### src/rtl/store_write_buffer.sv
// Store write buffer: queues store beats leaving MEM and drains them in order to the
// data-memory write port over a req/ack handshake. Flags loads that hit a pending
// store at doubleword granularity.
module store_write_buffer #(
    parameter int unsigned DEPTH  = 4,
    parameter int unsigned ADDR_W = 64,
    parameter int unsigned DATA_W = 64,
    parameter int unsigned MASK_W = DATA_W / 8,
    localparam int unsigned PTR_W = $clog2(DEPTH),
    localparam int unsigned CNT_W = PTR_W + 1
) (
    input  logic              clk,
    input  logic              rst,
    input  logic              st_valid_i,
    input  logic [ADDR_W-1:0] st_addr_i,
    input  logic [DATA_W-1:0] st_data_i,
    input  logic [MASK_W-1:0] st_mask_i,
    output logic              st_ready_o,
    output logic              stall_store_o,
    input  logic              ld_check_i,
    input  logic [ADDR_W-1:0] ld_addr_i,
    output logic              ld_hazard_o,
    output logic              mem_req_o,
    output logic [ADDR_W-1:0] mem_addr_o,
    output logic [DATA_W-1:0] mem_wdata_o,
    output logic [MASK_W-1:0] mem_wmask_o,
    input  logic              mem_ack_i,
    output logic [CNT_W-1:0]  count_o,
    output logic              empty_o
);

    typedef enum logic [0:0] {StIdle, StIssue} state_e;

    state_e            state_q;
    logic [ADDR_W-1:0] addr_mem [DEPTH];
    logic [DATA_W-1:0] data_mem [DEPTH];
    logic [MASK_W-1:0] mask_mem [DEPTH];

    logic [PTR_W-1:0]  rd_ptr_q, rd_ptr_d;
    logic [PTR_W-1:0]  wr_ptr_q, wr_ptr_d;
    logic [CNT_W-1:0]  count_q, count_d;
    logic              req_q;
    logic [ADDR_W-1:0] addr_q, head_addr;
    logic [DATA_W-1:0] data_q, head_data;
    logic [MASK_W-1:0] mask_q, head_mask;
    logic              push, pop, ld_hit;

    // Byte offset within a doubleword is irrelevant to the hazard compare.
    logic unused_ld_low;
    assign unused_ld_low = ^ld_addr_i[2:0];

    assign st_ready_o    = (count_q != CNT_W'(DEPTH));
    assign stall_store_o = st_valid_i && !st_ready_o;
    assign push          = st_valid_i && st_ready_o;
    assign pop           = req_q && mem_ack_i;

    assign mem_req_o   = req_q;
    assign mem_addr_o  = addr_q;
    assign mem_wdata_o = data_q;
    assign mem_wmask_o = mask_q;
    assign count_o     = count_q;
    assign empty_o     = (count_q == '0);

    // Next pointers/count and the entry that will sit at the head after this edge.
    always_comb begin
        wr_ptr_d = push ? wr_ptr_q + PTR_W'(1) : wr_ptr_q;
        rd_ptr_d = pop ? rd_ptr_q + PTR_W'(1) : rd_ptr_q;
        count_d  = count_q + CNT_W'(push) - CNT_W'(pop);
        // When the new head is the beat being written this edge, take it from the inputs
        // so the request can go out the very next cycle.
        if (push && (rd_ptr_d == wr_ptr_q)) begin
            head_addr = st_addr_i;
            head_data = st_data_i;
            head_mask = st_mask_i;
        end else begin
            head_addr = addr_mem[rd_ptr_d];
            head_data = data_mem[rd_ptr_d];
            head_mask = mask_mem[rd_ptr_d];
        end
    end

    // Entry storage; contents need no reset since occupancy is tracked by the pointers.
    always_ff @(posedge clk) begin
        if (push) begin
            addr_mem[wr_ptr_q] <= st_addr_i;
            data_mem[wr_ptr_q] <= st_data_i;
            mask_mem[wr_ptr_q] <= st_mask_i;
        end
    end

    // Pointer/count bookkeeping and the drain FSM with registered request outputs.
    always_ff @(posedge clk) begin
        if (rst) begin
            rd_ptr_q <= '0;
            wr_ptr_q <= '0;
            count_q  <= '0;
            state_q  <= StIdle;
            req_q    <= 1'b0;
            addr_q   <= '0;
            data_q   <= '0;
            mask_q   <= '0;
        end else begin
            rd_ptr_q <= rd_ptr_d;
            wr_ptr_q <= wr_ptr_d;
            count_q  <= count_d;
            unique case (state_q)
                StIdle: begin
                    if (count_d != '0) begin
                        state_q <= StIssue;
                        req_q   <= 1'b1;
                        addr_q  <= head_addr;
                        data_q  <= head_data;
                        mask_q  <= head_mask;
                    end
                end
                StIssue: begin
                    if (pop) begin
                        if (count_d != '0) begin
                            addr_q <= head_addr;
                            data_q <= head_data;
                            mask_q <= head_mask;
                        end else begin
                            state_q <= StIdle;
                            req_q   <= 1'b0;
                            addr_q  <= '0;
                            data_q  <= '0;
                            mask_q  <= '0;
                        end
                    end
                end
                default: begin
                    state_q <= StIdle;
                    req_q   <= 1'b0;
                end
            endcase
        end
    end

    // Load hazard: any occupied slot in the same doubleword; same-cycle push not seen.
    always_comb begin
        ld_hit = 1'b0;
        for (int unsigned i = 0; i < DEPTH; i++) begin
            if (({1'b0, PTR_W'(i) - rd_ptr_q} < count_q) &&
                (addr_mem[i][ADDR_W-1:3] == ld_addr_i[ADDR_W-1:3])) begin
                ld_hit = 1'b1;
            end
        end
        ld_hazard_o = ld_check_i && ld_hit;
    end

endmodule
### config.mk
export PLATFORM = sky130hd
export DESIGN_NAME = store_write_buffer
export DESIGN_NICKNAME = d
export VERILOG_FILES = /design/src/rtl/store_write_buffer.sv
export SDC_FILE = /design/constraint.sdc
export NUM_CORES = 1
export LEC_CHECK = 0
export ABC_CLOCK_PERIOD_IN_PS = 8900
export CAP_MARGIN = 20
export CORE_ASPECT_RATIO = 0.7
export CORE_UTILIZATION = 40
export DETAILED_ROUTE_END_ITERATION = 8
export PLACE_DENSITY_LB_ADDON = 0.2
export SLEW_MARGIN = 20
export SYNTH_ARGS = -nofsm -noshare
export SYNTH_HDL_FRONTEND = slang
export SYNTH_SLANG_ARGS = --single-unit
### constraint.sdc
create_clock -name clk -period 8.9 [get_ports clk]
set_input_delay 1.78 -clock clk [delete_from_list [all_inputs] [get_ports clk]]
set_output_delay 1.78 -clock clk [all_outputs]
set_load 0.02 [all_outputs]
# Yosys cells after proc, flatten, opt, wreduce, memory -nomap -nowiden
# Memories as Yosys holds them, arrays and structs flattened.
# Index checks and enable logic that the tools add are counted.
[totals]
wordCells = 76
output_inout_bits = 144
mem_bits_rw = 544
register_bits = 145
mem_count = 3
input_bits = 205
[op_classes]
n_reduce_logical = 14
bitwise_logic = 1
order_cmp = 4
n_eq_ne = 9
n_mux = 29
add_sub_neg = 8
[memory_table]
columns = ["memory", "words", "width", "rd", "rd_clocked_by_memory_dff", "write_ports", "line", "source"]
rows = [
  ["addr_mem", 4, 64, 5, 0, 1, "35", "logic [ADDR_W-1:0] addr_mem [DEPTH];"],
  ["data_mem", 4, 64, 1, 0, 1, "36", "logic [DATA_W-1:0] data_mem [DEPTH];"],
  ["mask_mem", 4, 8, 1, 0, 1, "37", "logic [MASK_W-1:0] mask_mem [DEPTH];"],
]
[ops]
columns = ["cell", "n"]
rows = [
  ["$mux 64", 8],
  ["$pmux 64 s2", 2],
  ["$eq 61x61->1", 4],
  ["$mux 8", 4],
  ["$pmux 8 s2", 1],
  ["$lt 2x3->1", 4],
  ["$mux 1", 11],
  ["$logic_and 1x1->1", 9],
  ["$add 2x1->2 const B", 2],
  ["$ne 2x2->1 const B", 2],
  ["$pmux 1 s2", 2],
  ["$sub 1x2->2 const A", 2],
  ["$sub 2x2->2 const A", 2],
  ["$add 3x1->3", 1],
  ["$logic_not 3->1", 1],
  ["$ne 3x3->1 const B", 1],
  ["$reduce_and 3->1", 1],
  ["$reduce_bool 3->1", 1],
  ["$sub 3x1->3", 1],
  ["$eq 2x2->1", 1],
  ["$mux 2", 1],
  ["$ne 2x1->1 const B", 1],
  ["$reduce_and 2->1", 1],
  ["$logic_not 1->1", 1],
  ["$not 1->1", 1],
]

# Depth between registers and ports, before layout
[logic_depth]
word_depth = 8
depth_mapped = 14

# Worst setup path after synthesis
# No wires, ideal clock.
[synth_timing]
kind = "in2reg"
from = "input st_valid_i"
to = "memory addr_mem[0][0] (enable)"
t_required_ns = 8.387
stages = 1
setup_ns = 0.513
arrival_ns = 4.941
path_slack_ns = 3.446
cell_sequence = "and3_1"
[synth_via]
elab_chain_len = 3
[synth_rtl]
columns = ["item", "line", "source"]
rows = [
  ["from (decl)", "14", "input logic st_valid_i,"],
  ["$logic_and 1x1->1", "54", "assign push = st_valid_i && st_ready_o;"],
  ["$mux 1", "84", "if (push) begin"],
  ["$mux 1 (implied by the code)", "85", "addr_mem[wr_ptr_q] <= st_addr_i;"],
  ["to (decl)", "35", ""],
]
# No other way between the ends.

# Final worst setup path
[layout_timing]
from = "input ld_addr_i[23]"
to = "output ld_hazard_o"
[layout_via]
elab_chain_len = 7
elab_cells_between_ends = 13
cone_classes = "eq/ne: 4; mux: 4; reduce/logical: 5"
[layout_rtl]
columns = ["item", "line", "source"]
rows = [
  ["from (decl)", "21", "input logic [ADDR_W-1:0] ld_addr_i,"],
  ["$eq 61x61->1", "144", "(addr_mem[i][ADDR_W-1:3] == ld_addr_i[ADDR_W-1:3])) begin"],
  ["$logic_and 1x1->1", "143", "if (({1'b0, PTR_W'(i) - rd_ptr_q} < count_q) &&"],
  ["$mux 1 (3 in series)", "143", ""],
  ["$mux 1 (*)", "143", ""],
  ["$logic_and 1x1->1 (*)", "148", "ld_hazard_o = ld_check_i && ld_hit;"],
  ["to (decl)", "22", "output logic ld_hazard_o,"],
]
# Every way passes the cells marked *; elsewhere a longest branch is shown, timed or not.

==> flow_summary_export.csv <==
group,metric,value,unit
global_routing,first_global_vias,16300,
yosys,syn-cell-area,28400,um^2
routing,routedWlPerCell,27.5,um
clocking,cts.sinks,689,
yosys,synth_cell_types,34,
floorplan,die_area,72000,um^2
floorplan,dieWidth,320,um
critical_path,critPathRequiredTime,7120,ps
routing,first_pass_iters,5,
critical_path,worstPathMaxFanout,4,
power_and_ir_drop,power.switching,3280,uW
critical_path,crit_arrival,5220,ps
routing,num_vias,15900,
status,status,"finished clean",
yosys,ys_top_cells_by_count,"edfxtp_1 (544), dfxtp_1 (145), mux2i_1 (137)",
timing,slew_headroom,23.8,%
yosys,yosysTopAreaCell,"edfxtp_1",
finish,drive_above_1_share,13.6,%
yosys,synthArstFlopShare,0,%
run,max_cap_viol_count,0,
critical_path,critPathKind,"in -> out",
clocking,path_clk_slew,60,ps
critical_path,timing.rr.end,"mem_wdata_o[63]$_SDFFE_PP0P_",
global_routing,grt_usage,22.3,%
routing,wl,80800,um
min_path,whs_endpoint,"mem_addr_o[28]$_SDFFE_PP0P_",
critical_path,r2r_cells,12,
clocking,cts_max_level,3,
routing,drc,0,
routing,ant_nets,0,
finish,nNetsFinal,2138,
yosys,synth-main-ff-cell,"edfxtp_1",
yosys,synth_seq_cells,689,
floorplan,core_area,70000,um^2
timing,drv_slew,0,
timing,finClkSkew,21.9,ps
timing,rsz0062_at_grt,"false",
timing,min_period,7000,ps
finish,syn_to_final_growth,24.5,%
min_path,hold_class,"reg -> reg",
timing,hold_viol,0,
timing,worstMarginPinSlew,1140,ps
yosys,syn_area_per_cell,18.0,um^2
floorplan,start_util,40.5,%
critical_path,crit_path_start_kind,"primary input",
timing,fin_setup_tns,0,ps
min_path,min_path_cells,1,
global_routing,grt_pass1_wl,115000,um
power_and_ir_drop,switching_share,31.2,%
yosys,synth-warning-count,0,
power_and_ir_drop,p_total,10500,uW
clocking,cts_tree,"done",
finish,fin_area,35300,um^2
power_and_ir_drop,seqPwrFrac,39.8,%
floorplan,rows,81,
yosys,yosysMostFrequentCell,"edfxtp_1",
timing,fin_crit_sh,78.6,%
yosys,synth.top_cell.area_share,57.6,%
clocking,clockRootBuffer,"clkbuf_16",
placed_design,routabilityCongestion,0.905,
clocking,cts_resized,0,
placed_design,hpwl,52300,um
floorplan,die_h,225,um
yosys,ys_top_cells_by_area,"edfxtp_1 (58%), mux4_2 (11%), dfxtp_1 (10%)",
critical_path,reg2reg_from,"count_o[2]$_SDFF_PP0_",
placed_design,portBuffers,345,
yosys,synth_nets,1794,
timing,setup_viol,0,
global_routing,antenna_found_initial,23,
yosys,synth_cells,1578,
global_routing,grt_max_degree,138,
floorplan,io_pins,349,
power_and_ir_drop,leakage,0.0121,uW
clocking,cts_buffers,70,
placed_design,dpl_cell_area,32900,um^2
power_and_ir_drop,ir_drop,0.234,mV
power_and_ir_drop,combPwrFrac,30.3,%
yosys,synth_edf_count,544,
clocking,cts_hold_buf,0,
clocking,clock_path_buffers,3,
routing,viasPerCell,5.42,
min_path,min_from,"mem_addr_o[28]$_SDFFE_PP0P_",
global_routing,gr-total-overflow,0,
power_and_ir_drop,p_per_area,298,nW/um^2
clocking,clk_latency,620,ps
critical_path,end_kind,"output pin",
power_and_ir_drop,p_clk_share,29.9,%
yosys,yosysSeqAreaShare,67.8,%
power_and_ir_drop,p_int,7240,uW
finish,fin_util,50.4,%
clocking,cts_setup_buffers,0,
routing,drt_iter0_drc,1377,
critical_path,crit_start,"ld_addr_i[23]",
critical_path,r2r_slack,4500,ps
timing,fmax,0.143,GHz
## per-stage QoR
step | setup slack [ps] | hold WS, ps | cells
finish | 1900 | 463 | 2935
global route | 2030 | 474 | 2935
CTS | 2300 | 464 | 2933
detailed placement | 2340 | 447 | 2804
global placement | 2300 | 443 | 2804
floorplan | 3450 | 485 | 1578
## final cells by class
cell class | instances | area (um^2)
fill | 5776 | 34700
sequential | 689 | 19200
multi-input combinational | 792 | 8770
timing repair buffer | 361 | 3650
clock buffer | 99 | 2020
tap | 954 | 1190
clock inverter | 30 | 420
inverter | 8 | 30.0
antenna | 2 | 5.00
## cell usage in the layout (no fill, tap or decap), types with 8 or more instances in the layout
cell type	Yosys	layout
edfxtp_1	544	544
clkdlybuf4s50_1	0	345
dfxtp_1	145	145
mux2i_1	137	137
mux4_2	136	136
o2bb2ai_1	136	136
xor2_1	133	132
xnor2_1	119	118
clkbuf_16	0	74
nor4_1	42	42
nand4_1	36	36
clkbuf_1	46	18
clkinv_2	0	11
ha_1	10	10
bufinv_16	0	10
buf_4	2	10
inv_1	8	8
nor2_1	8	8
## sequential cells by signal (all words and copies together), names as in the netlist, 2 cells and up
signal,cells
addr_mem,256
data_mem,256
mem_addr_o,64
mem_wdata_o,64
mask_mem,32
mem_wmask_o,8
count_o,3
rd_ptr_q,2
wr_ptr_q,2
## power groups by stage
stage | sequential (uW) | combinational (uW) | clock, uW
4_1_cts | 4180 | 3240 | 3210
3_5_place_dp | 4240 | 3220 | 0
3_3_place_gp | 4230 | 3210 | 0
2_1_floorplan | 4450 | 1800 | 0
5_1_grt | 4230 | 3400 | 3320
6_report | 4180 | 3190 | 3140
## critical path, cell delays in order
cell	delay (ps)
clkdlybuf4s50_1	530
xnor2_1	440
nand4_1	290
nor4_1	600
o2111ai_1	250
nor4_1	330
o41a_1	330
clkdlybuf4s50_1	660
## how the worst max path moves through the flow
stage / end / slack [ps] / depth (start not counted)
global route: ld_hazard_o / 2030 / 8
detailed placement: ld_hazard_o / 2340 / 8
floorplan: addr_mem[0][0]$_DFFE_PP_ / 3450 / 1
CTS: ld_hazard_o / 2300 / 8
global placement: ld_hazard_o / 2300 / 8
finish: ld_hazard_o / 1900 / 8
## kinds of logic after synthesis
group | synth area share (%)
buffers and inverters | 1.50
and+or+nand+nor | 2.24
AOI/OAI and AO/OA | 4.50
DFF | 67.8
adders and majority gates | 0.512
xor gates and xnor gates | 7.78
muxes | 15.6
## metal layers
layer	vias to the layer above	share of wire, %	GRT usage [%]
met4	38	2.0	5.51
met3	145	10	9.18
met1	8192	42	30.6
met5	-	0.30	0
met2	538	45	33.0
li1	7008	-	-
Power figures use the tool's default switching activity.
